## config.mk

```make
export PLATFORM = sky130hd
export DESIGN_NAME = usb_tx_encoder_flat
export DESIGN_NICKNAME = d
export VERILOG_FILES = /design/src/rtl/usb_tx_pkg.sv /design/src/rtl/usb_tx_if.sv /design/src/rtl/usb_tx_encoder_nrzi.sv /design/src/rtl/usb_tx_encoder.sv /design/src/flat_wrapper.sv
export SDC_FILE = /design/constraint.sdc
export NUM_CORES = 1
export LEC_CHECK = 0
export CORE_MARGIN = 1.5
export CORE_UTILIZATION = 34
export DETAILED_ROUTE_END_ITERATION = 10
export SETUP_SLACK_MARGIN = 0.3
export SYNTH_ARGS = -nofsm -noshare
export SYNTH_HDL_FRONTEND = slang
export SYNTH_SLANG_ARGS = --single-unit
```

## constraint.sdc

```tcl
create_clock -name clk -period 5.4 [get_ports clk]
set_input_delay 1.62 -clock clk [delete_from_list [all_inputs] [get_ports clk]]
set_output_delay 1.62 -clock clk [all_outputs]
set_load 0.05 [all_outputs]
```

## src/rtl/usb_tx_pkg.sv

```systemverilog
// Shared types and line-state constants for the USB full-speed
// transmit encoder: FSM states, {d_plus,d_minus} codes, default SYNC.
package usb_tx_pkg;

  typedef enum logic [2:0] {
    IDLE,
    SYNC,
    DATA,
    EOP_SE0,
    EOP_J
  } state_t;

  localparam logic [1:0] LINE_J   = 2'b10;
  localparam logic [1:0] LINE_K   = 2'b01;
  localparam logic [1:0] LINE_SE0 = 2'b00;

  localparam logic [7:0] SYNC_PAT_DEF = 8'h80;

endpackage

```

## src/rtl/usb_tx_if.sv

```systemverilog
// Byte-stream handshake into the USB transmit encoder.
// master: source drives data/valid/last; slave: encoder drives ready.
interface usb_tx_if #(
  parameter int DATA_W = 8
) ();

  logic [DATA_W-1:0] tx_data;
  logic              tx_valid;
  logic              tx_last;
  logic              tx_ready;

  modport master (
    output tx_data, tx_valid, tx_last,
    input  tx_ready
  );

  modport slave (
    input  tx_data, tx_valid, tx_last,
    output tx_ready
  );

endinterface

```

## src/rtl/usb_tx_encoder_nrzi.sv

```systemverilog
// NRZI line driver with bit stuffing. Ports: bit_stb starts a new bit,
// bit_vld/bit_in give the data bit, line is {d_plus,d_minus}, stuff_req.
module usb_nrzi_stuffer
  import usb_tx_pkg::*;
#(
  parameter int STUFF_LEN = 6
) (
  input  logic       clk,
  input  logic       n_rst,
  input  logic       bit_stb,
  input  logic       bit_in,
  input  logic       bit_vld,
  output logic [1:0] line,
  output logic       stuff_req
);

  localparam int CW = $clog2(STUFF_LEN + 1);
  localparam logic [CW-1:0] ONES_MAX = CW'(STUFF_LEN);

  logic [CW-1:0] ones_cnt;

  // A full run of ones means the next bit is a stuffed 0,
  // so the caller must hold its data bit for one more bit time.
  assign stuff_req = (ones_cnt == ONES_MAX);

  always_ff @(posedge clk or negedge n_rst) begin
    if (!n_rst) begin
      line     <= LINE_J;
      ones_cnt <= '0;
    end else if (bit_stb) begin
      if (!bit_vld) begin
        line     <= LINE_J;
        ones_cnt <= '0;
      end else if (stuff_req || !bit_in) begin
        line     <= ~line;
        ones_cnt <= '0;
      end else begin
        ones_cnt <= ones_cnt + 1'b1;
      end
    end
  end

endmodule

```

## src/rtl/usb_tx_encoder.sv

```systemverilog
// USB FS transmit encoder: SYNC, NRZI/stuffed data, EOP. Ports: clk,
// n_rst, bus (slave), tx_d_plus/minus, is_txing, underrun, stuff_cnt.
module usb_tx_encoder
  import usb_tx_pkg::*;
#(
  parameter int              DATA_W       = 8,
  parameter int              CLKS_PER_BIT = 8,
  parameter int              STUFF_LEN    = 6,
  parameter logic [DATA_W-1:0] SYNC_PAT   = DATA_W'(SYNC_PAT_DEF),
  parameter int              EOP_SE0_BITS = 2
) (
  input  logic        clk,
  input  logic        n_rst,
  usb_tx_if.slave     bus,
  output logic        tx_d_plus,
  output logic        tx_d_minus,
  output logic        is_txing,
  output logic        underrun,
  output logic [15:0] stuff_cnt
);

  localparam int DW = $clog2(CLKS_PER_BIT);
  localparam int BW = $clog2(DATA_W + 1);
  localparam int EW = $clog2(EOP_SE0_BITS + 1);
  localparam logic [DW-1:0] DIV_MAX  = DW'(CLKS_PER_BIT - 1);
  localparam logic [BW-1:0] LEFT_MAX = BW'(DATA_W - 1);
  localparam logic [EW-1:0] EOP_MAX  = EW'(EOP_SE0_BITS - 1);

  state_t            state_q, state_d;
  logic [DW-1:0]     div_q;
  logic [DATA_W-1:0] sr_q;
  logic [BW-1:0]     left_q;
  logic              last_q;
  logic [EW-1:0]     eop_q;

  logic       start, bit_end, in_word;
  logic       word_end, load_slot, load;
  logic       bit_stb, bit_vld, bit_in;
  logic       stuff_req;
  logic [1:0] nrzi_line, line;

  assign in_word   = (state_q == SYNC) || (state_q == DATA);
  assign start     = (state_q == IDLE) && bus.tx_valid;
  assign bit_end   = (state_q != IDLE) && (div_q == DIV_MAX);
  // Word boundary: no bits left and no stuffed bit pending.
  assign word_end  = in_word && bit_end && !stuff_req && (left_q == '0);
  assign load_slot = word_end && !((state_q == DATA) && last_q);
  assign load      = load_slot && bus.tx_valid;
  assign bus.tx_ready = load;

  assign bit_stb = start || bit_end;
  assign bit_vld = start || (in_word && !(word_end && !load));
  assign bit_in  = start          ? SYNC_PAT[0] :
                   (left_q != '0) ? sr_q[0]     :
                                    bus.tx_data[0];

  usb_nrzi_stuffer #(
    .STUFF_LEN (STUFF_LEN)
  ) u_nrzi (
    .clk       (clk),
    .n_rst     (n_rst),
    .bit_stb   (bit_stb),
    .bit_in    (bit_in),
    .bit_vld   (bit_vld),
    .line      (nrzi_line),
    .stuff_req (stuff_req)
  );

  always_comb begin
    state_d = state_q;
    case (state_q)
      IDLE:    if (start) state_d = SYNC;
      SYNC,
      DATA:    if (word_end) state_d = load ? DATA : EOP_SE0;
      EOP_SE0: if (bit_end && eop_q == EOP_MAX) state_d = EOP_J;
      EOP_J:   if (bit_end) state_d = IDLE;
      default: state_d = IDLE;
    endcase
  end

  always_ff @(posedge clk or negedge n_rst) begin
    if (!n_rst) begin
      state_q   <= IDLE;
      div_q     <= '0;
      sr_q      <= '0;
      left_q    <= '0;
      last_q    <= 1'b0;
      eop_q     <= '0;
      underrun  <= 1'b0;
      stuff_cnt <= '0;
    end else begin
      state_q <= state_d;
      if (start || bit_end) div_q <= '0;
      else if (state_q != IDLE) div_q <= div_q + 1'b1;
      if (start) begin
        sr_q   <= SYNC_PAT >> 1;
        left_q <= LEFT_MAX;
        last_q <= 1'b0;
      end else if (load) begin
        sr_q   <= bus.tx_data >> 1;
        left_q <= LEFT_MAX;
        last_q <= bus.tx_last;
      end else if (in_word && bit_end && !stuff_req && left_q != '0) begin
        sr_q   <= sr_q >> 1;
        left_q <= left_q - 1'b1;
      end
      if (word_end && !load) eop_q <= '0;
      else if (state_q == EOP_SE0 && bit_end) eop_q <= eop_q + 1'b1;
      if (start) underrun <= 1'b0;
      else if (load_slot && !bus.tx_valid) underrun <= 1'b1;
      if (start) stuff_cnt <= '0;
      else if (in_word && bit_end && stuff_req && stuff_cnt != 16'hFFFF)
        stuff_cnt <= stuff_cnt + 1'b1;
    end
  end

  always_comb begin
    line = nrzi_line;
    case (state_q)
      IDLE, EOP_J: line = LINE_J;
      EOP_SE0:     line = LINE_SE0;
      default:     line = nrzi_line;
    endcase
  end

  assign {tx_d_plus, tx_d_minus} = line;
  assign is_txing = (state_q != IDLE);

endmodule

```

## src/flat_wrapper.sv

```systemverilog
// flat-port wrapper written by rule: the top's interface ports become plain ports
module usb_tx_encoder_flat import usb_tx_pkg::*;
#(
  parameter int              DATA_W       = 8,
  parameter int              CLKS_PER_BIT = 8,
  parameter int              STUFF_LEN    = 6,
  parameter logic [DATA_W-1:0] SYNC_PAT   = DATA_W'(SYNC_PAT_DEF),
  parameter int              EOP_SE0_BITS = 2
)
  (clk, n_rst, tx_d_plus, tx_d_minus, is_txing, underrun, stuff_cnt, bus_tx_data, bus_tx_valid, bus_tx_last, bus_tx_ready);
  usb_tx_if #(.DATA_W(DATA_W)) bus_i ();
  input  logic clk;
  input  logic n_rst;
  output logic tx_d_plus;
  output logic tx_d_minus;
  output logic is_txing;
  output logic underrun;
  output logic [15:0] stuff_cnt;
  input wire logic [$bits(bus_i.tx_data)-1:0] bus_tx_data;
  input wire logic [$bits(bus_i.tx_valid)-1:0] bus_tx_valid;
  input wire logic [$bits(bus_i.tx_last)-1:0] bus_tx_last;
  output wire logic [$bits(bus_i.tx_ready)-1:0] bus_tx_ready;
  assign bus_i.tx_data = bus_tx_data;
  assign bus_i.tx_valid = bus_tx_valid;
  assign bus_i.tx_last = bus_tx_last;
  assign bus_tx_ready = bus_i.tx_ready;
  usb_tx_encoder #(.DATA_W(DATA_W), .CLKS_PER_BIT(CLKS_PER_BIT), .STUFF_LEN(STUFF_LEN), .SYNC_PAT(SYNC_PAT), .EOP_SE0_BITS(EOP_SE0_BITS)) u_core (.clk(clk), .n_rst(n_rst), .bus(bus_i), .tx_d_plus(tx_d_plus), .tx_d_minus(tx_d_minus), .is_txing(is_txing), .underrun(underrun), .stuff_cnt(stuff_cnt));
endmodule
```

==> impl_summary.md <==
Clocking
The CTS buffer count is 5. The maximum buffer depth of the clock tree is 2. After clock tree synthesis, the clock-pin slew on the worst setup and hold paths is 80 ps. The clock root buffer master is clkbuf_8. The clock drives 42 sinks. Clock latency on the worst-skew pair, taken at its later pin, is 290 ps.

The number of hold buffers added after CTS is 0. The post-cts sizing count is 0. TritonCTS built the clock tree. Post-CTS timing repair inserted 0 buffers for setup. The number of levels in the clock H-tree is 2.

Route
The final antenna-violating net count is 0. Summed over all layers, the routed wires come to 5.002 mm. Summed over all nets, wire length on met2 after detailed routing comes to 2.348 mm.

The routed length on met3 is 172 um. The detailed router put a total of 2.447 mm of wire on met1. The DRC violation count after routing is 0.

After detailed routing, the average wire length per cell comes to 13.27 um. Summing over every cut layer, the via total after detailed routing is 1,895. The uppermost layer routed is met4. Using the TritonRoute via totals, the vias-per-cell ratio works out to 5.027. The first routing iteration left 44 violations. The first detailed-routing pass ran for 4 iterations.

Floorplanning
The die footprint is 7564 um^2. The count of standard-cell rows is 30. The area of the core is 6794 um^2.

The initial core utilization is 0.3529. In this run the count of I/O pins placed on the die edge is 33. The die is 86.97 um wide.

The y dimension of the die is 86.97 um.

Pwr
In this run the static leakage power is 1.267 nW. The clock share of power is 0.164. The internal portion of the total power is 825.3 uW. The worst-case IR drop observed on VDD is 0.3208 mV.

The relative contribution of sequential cells to total power is 0.368. For this design the ratio of total power to cell area is 517.8 nW/um^2. Of the total power, the share spent switching nets is 0.4535.

The combinational group share of total power is 0.468. In this run the power spent charging and discharging nets is 684.9 uW.

Layout
The fill cell total of the finished layout is 682. The area growth from synthesis to layout is 21.66%. The proportion of layout cells with a drive suffix above 1 is 0.09609. The number of nets in the final layout is 300. The repair_antennas step left the layout with diodes totalling 0. The count of cells in the finished layout, fillers not included, comes to 377.

STA
Headroom to the max-slew limit came out at 0.3731. For the pin with the worst max-slew slack, the measured transition is 940.3 ps. Setup violations remaining at the end of the flow were counted as 0.

The number of failing hold endpoints at the final stage is 0. The final max-slew violation count was 0. The worst-case setup margin in the final layout is 634.8 ps. For this run, the top clock speed supported by timing is 209.9 MHz.

Setup repair after global routing left no endpoint under its margin. Of the available clock period, the critical path in the final layout requires 0.8824. Setup total negative slack on the finished layout was measured at 0 ps. The clock period minus worst slack is 4765 ps. Between clock sinks in the finished design, the worst skew comes to 10.41 ps.

Global route
Entering global routing, the biggest net connects 43 pins. The number of global-route vias before repair is 1,865. The first global-routing pass estimated 8.556 mm of wire.

In the global route stage, overall resource usage came out at 0.1427. The initial antenna violation count came to 0. For this run the aggregate overflow at the end of global routing stands at 0.

Run
The tool flagged a number of max-cap violations equal to 0.

Setup path
The largest fanout on the critical path is 15. For this run, the slowest stage of the critical path takes 590 ps. The category of cells accounting for the largest share of critical-path delay is buffers and inverters.

The slowest stage of the critical path is the or3_1 cell. Data on the critical path arrives at its endpoint at 3150 ps. The required time at the worst-slack endpoint is 3780 ps. The critical path in this run is classified as primary input to primary output. The worst setup path is captured at a primary output. Traced cell by cell, the critical path runs through clkdlybuf4s50_1 > nand2b_1 > or3_1 > inv_2 > buf_12.

The startpoint type of the worst setup path is a primary input. The buffers plus inverters on the worst setup path is 3.

Logic synthesis
The post-synthesis area per instance is 9.551 um^2. The number of distinct library cells after synthesis is 49. The share of synthesized area in the top cell type comes to 0.4280. For this run, the leading register cell type out of synthesis is dfrtp_1. In this run, synthesis produced a sequential element count of 42. Counting flops with a built-in enable in the synthesized netlist gives 0.

The sequential element share of the synthesized area is 0.4389. The fraction of registers with async set or reset after synthesis is 1.000. The number of nets handed over by synthesis was 271. The post-synthesis cell area is 2397 um^2. Synthesis handed over a netlist of 251 instances. The biggest area consumer among synthesized cells is dfrtp_1. The count of warnings emitted by yosys is 0. Ranked by total cell area, the synthesized netlist is headed by dfrtp_1, nor2_1, mux2i_1.

Placed design
During placement, the flow inserted port buffers numbering 32. The wire-length estimate of the detail-placed layout is 3.581 mm. Routability-driven placement finished with a final weighted congestion of 0.7978. The number of cells in the design after placement is 369. The worst slack at placement is 632.6 ps.

Outcome
The run finished with clean final reports.

Worst hold path
The class of the tightest hold or removal check is flop to flop.
[state kept, by name, summed over array words and instances, names as in the netlist]
signal / flops
u_core.stuff_cnt: 16
u_core.sr_q: 7
u_core.underrun: 1
u_core.u_nrzi.line: 2
u_core.last_q: 1
u_core.eop_q: 2
u_core.u_nrzi.ones_cnt: 3
u_core.left_q: 4
u_core.state_q: 3
u_core.div_q: 3
[cell usage in the layout (no fill, tap or decap), drive strengths merged, types with 9 or more instances in the layout]
master,count
dfrtp,41
mux2i,11
nand3,11
a211oi,9
nand2,27
inv,9
a21oi,12
clkdlybuf4s50,30
xnor2,12
nor2,34
[power groups by stage]
stage	Sequential (mW)	Clock [mW]	Combinational, mW
final	0.556	0.248	0.706
after global routing	0.579	0.268	0.769
after CTS	0.558	0.256	0.714
after detailed placement	0.564	0	0.711
after global placement	0.559	0	0.700
after floorplan	0.698	0	0.345
[kinds of logic (layout without fill, tap and decap cells)]
kind of cell	Yosys count	in the layout	share of synthesized area
compound gates	39	39	0.1185
buf+inv	22	52	0.03862
flops	42	42	0.4389
fa+ha+maj	8	8	0.04176
xor+xnor	16	16	0.05845
simple gates	110	110	0.2437
mux	14	14	0.06002
[cell type report]
type                    count  area, um^2  area share
flip-flops and latches     42        1052      0.3608
multi-input cells         187        1257      0.4311
clock inverters             3       40.04     0.01373
inverters                  10       37.54     0.01287
repair buffers             34       340.3      0.1167
clock buffers               5       68.82     0.02360
well taps                  96       120.1     0.04118
[Yosys cell counts (4+ instances only)]
| library cell | number |
|---|---|
| xnor2_1 | 12 |
| dfrtp_1 | 41 |
| mux2i_1 | 11 |
| nand4_1 | 4 |
| nor2_1 | 34 |
| nor3_1 | 5 |
| nand2_1 | 27 |
| xor2_1 | 4 |
| clkbuf_1 | 8 |
| inv_1 | 7 |
| a21oi_1 | 11 |
| nand3_1 | 11 |
| ha_1 | 8 |
| a211oi_1 | 9 |
[metal layers]
layer | GRT usage | vias to the layer above
met2 | 0.2368 | 40
met4 | 0.04106 | 0
met1 | 0.1883 | 907
met3 | 0.02844 | 4
li1 | - | 944
met5 | 0 | -
[stage by stage]
step / cell area [um^2] / power [mW] / utilization / hold slack (ps)
6_report: 2917 / 1.510 / 0.4293 / 503.6
3_5_place_dp: 2808 / 1.274 / 0.4133 / 498.8
4_1_cts: 2917 / 1.527 / 0.4293 / 510.5
2_1_floorplan: 2397 / 1.043 / - / 463.1
3_3_place_gp: 2808 / 1.260 / 0.4133 / 486.4
5_1_grt: 2917 / 1.616 / 0.4293 / 520.0
[final timing paths]
| check | startpoint | to | slack (ps) | depth (start not counted) |
|---|---|---|---|---|
| worst min-delay path | u_core.div_q[0]$_DFFE_PN0P_ | u_core.div_q[0]$_DFFE_PN0P_ | 500 | 1 |
| worst max register to register | u_core.div_q[0]$_DFFE_PN0P_ | u_core.left_q[3]$_DFFE_PN0P_ | 2830 | 7 |
| worst min register to register | u_core.div_q[0]$_DFFE_PN0P_ | u_core.div_q[0]$_DFFE_PN0P_ | 500 | 1 |
| max in group asynchronous | n_rst | u_core.left_q[0]$_DFFE_PN0P_ | 3350 | 1 |
| min in group asynchronous | n_rst | u_core.stuff_cnt[0]$_DFFE_PN0P_ | 1460 | 1 |
| worst max-delay path | bus_tx_valid | bus_tx_ready | 630 | 5 |
Power figures use the tool's default switching activity.
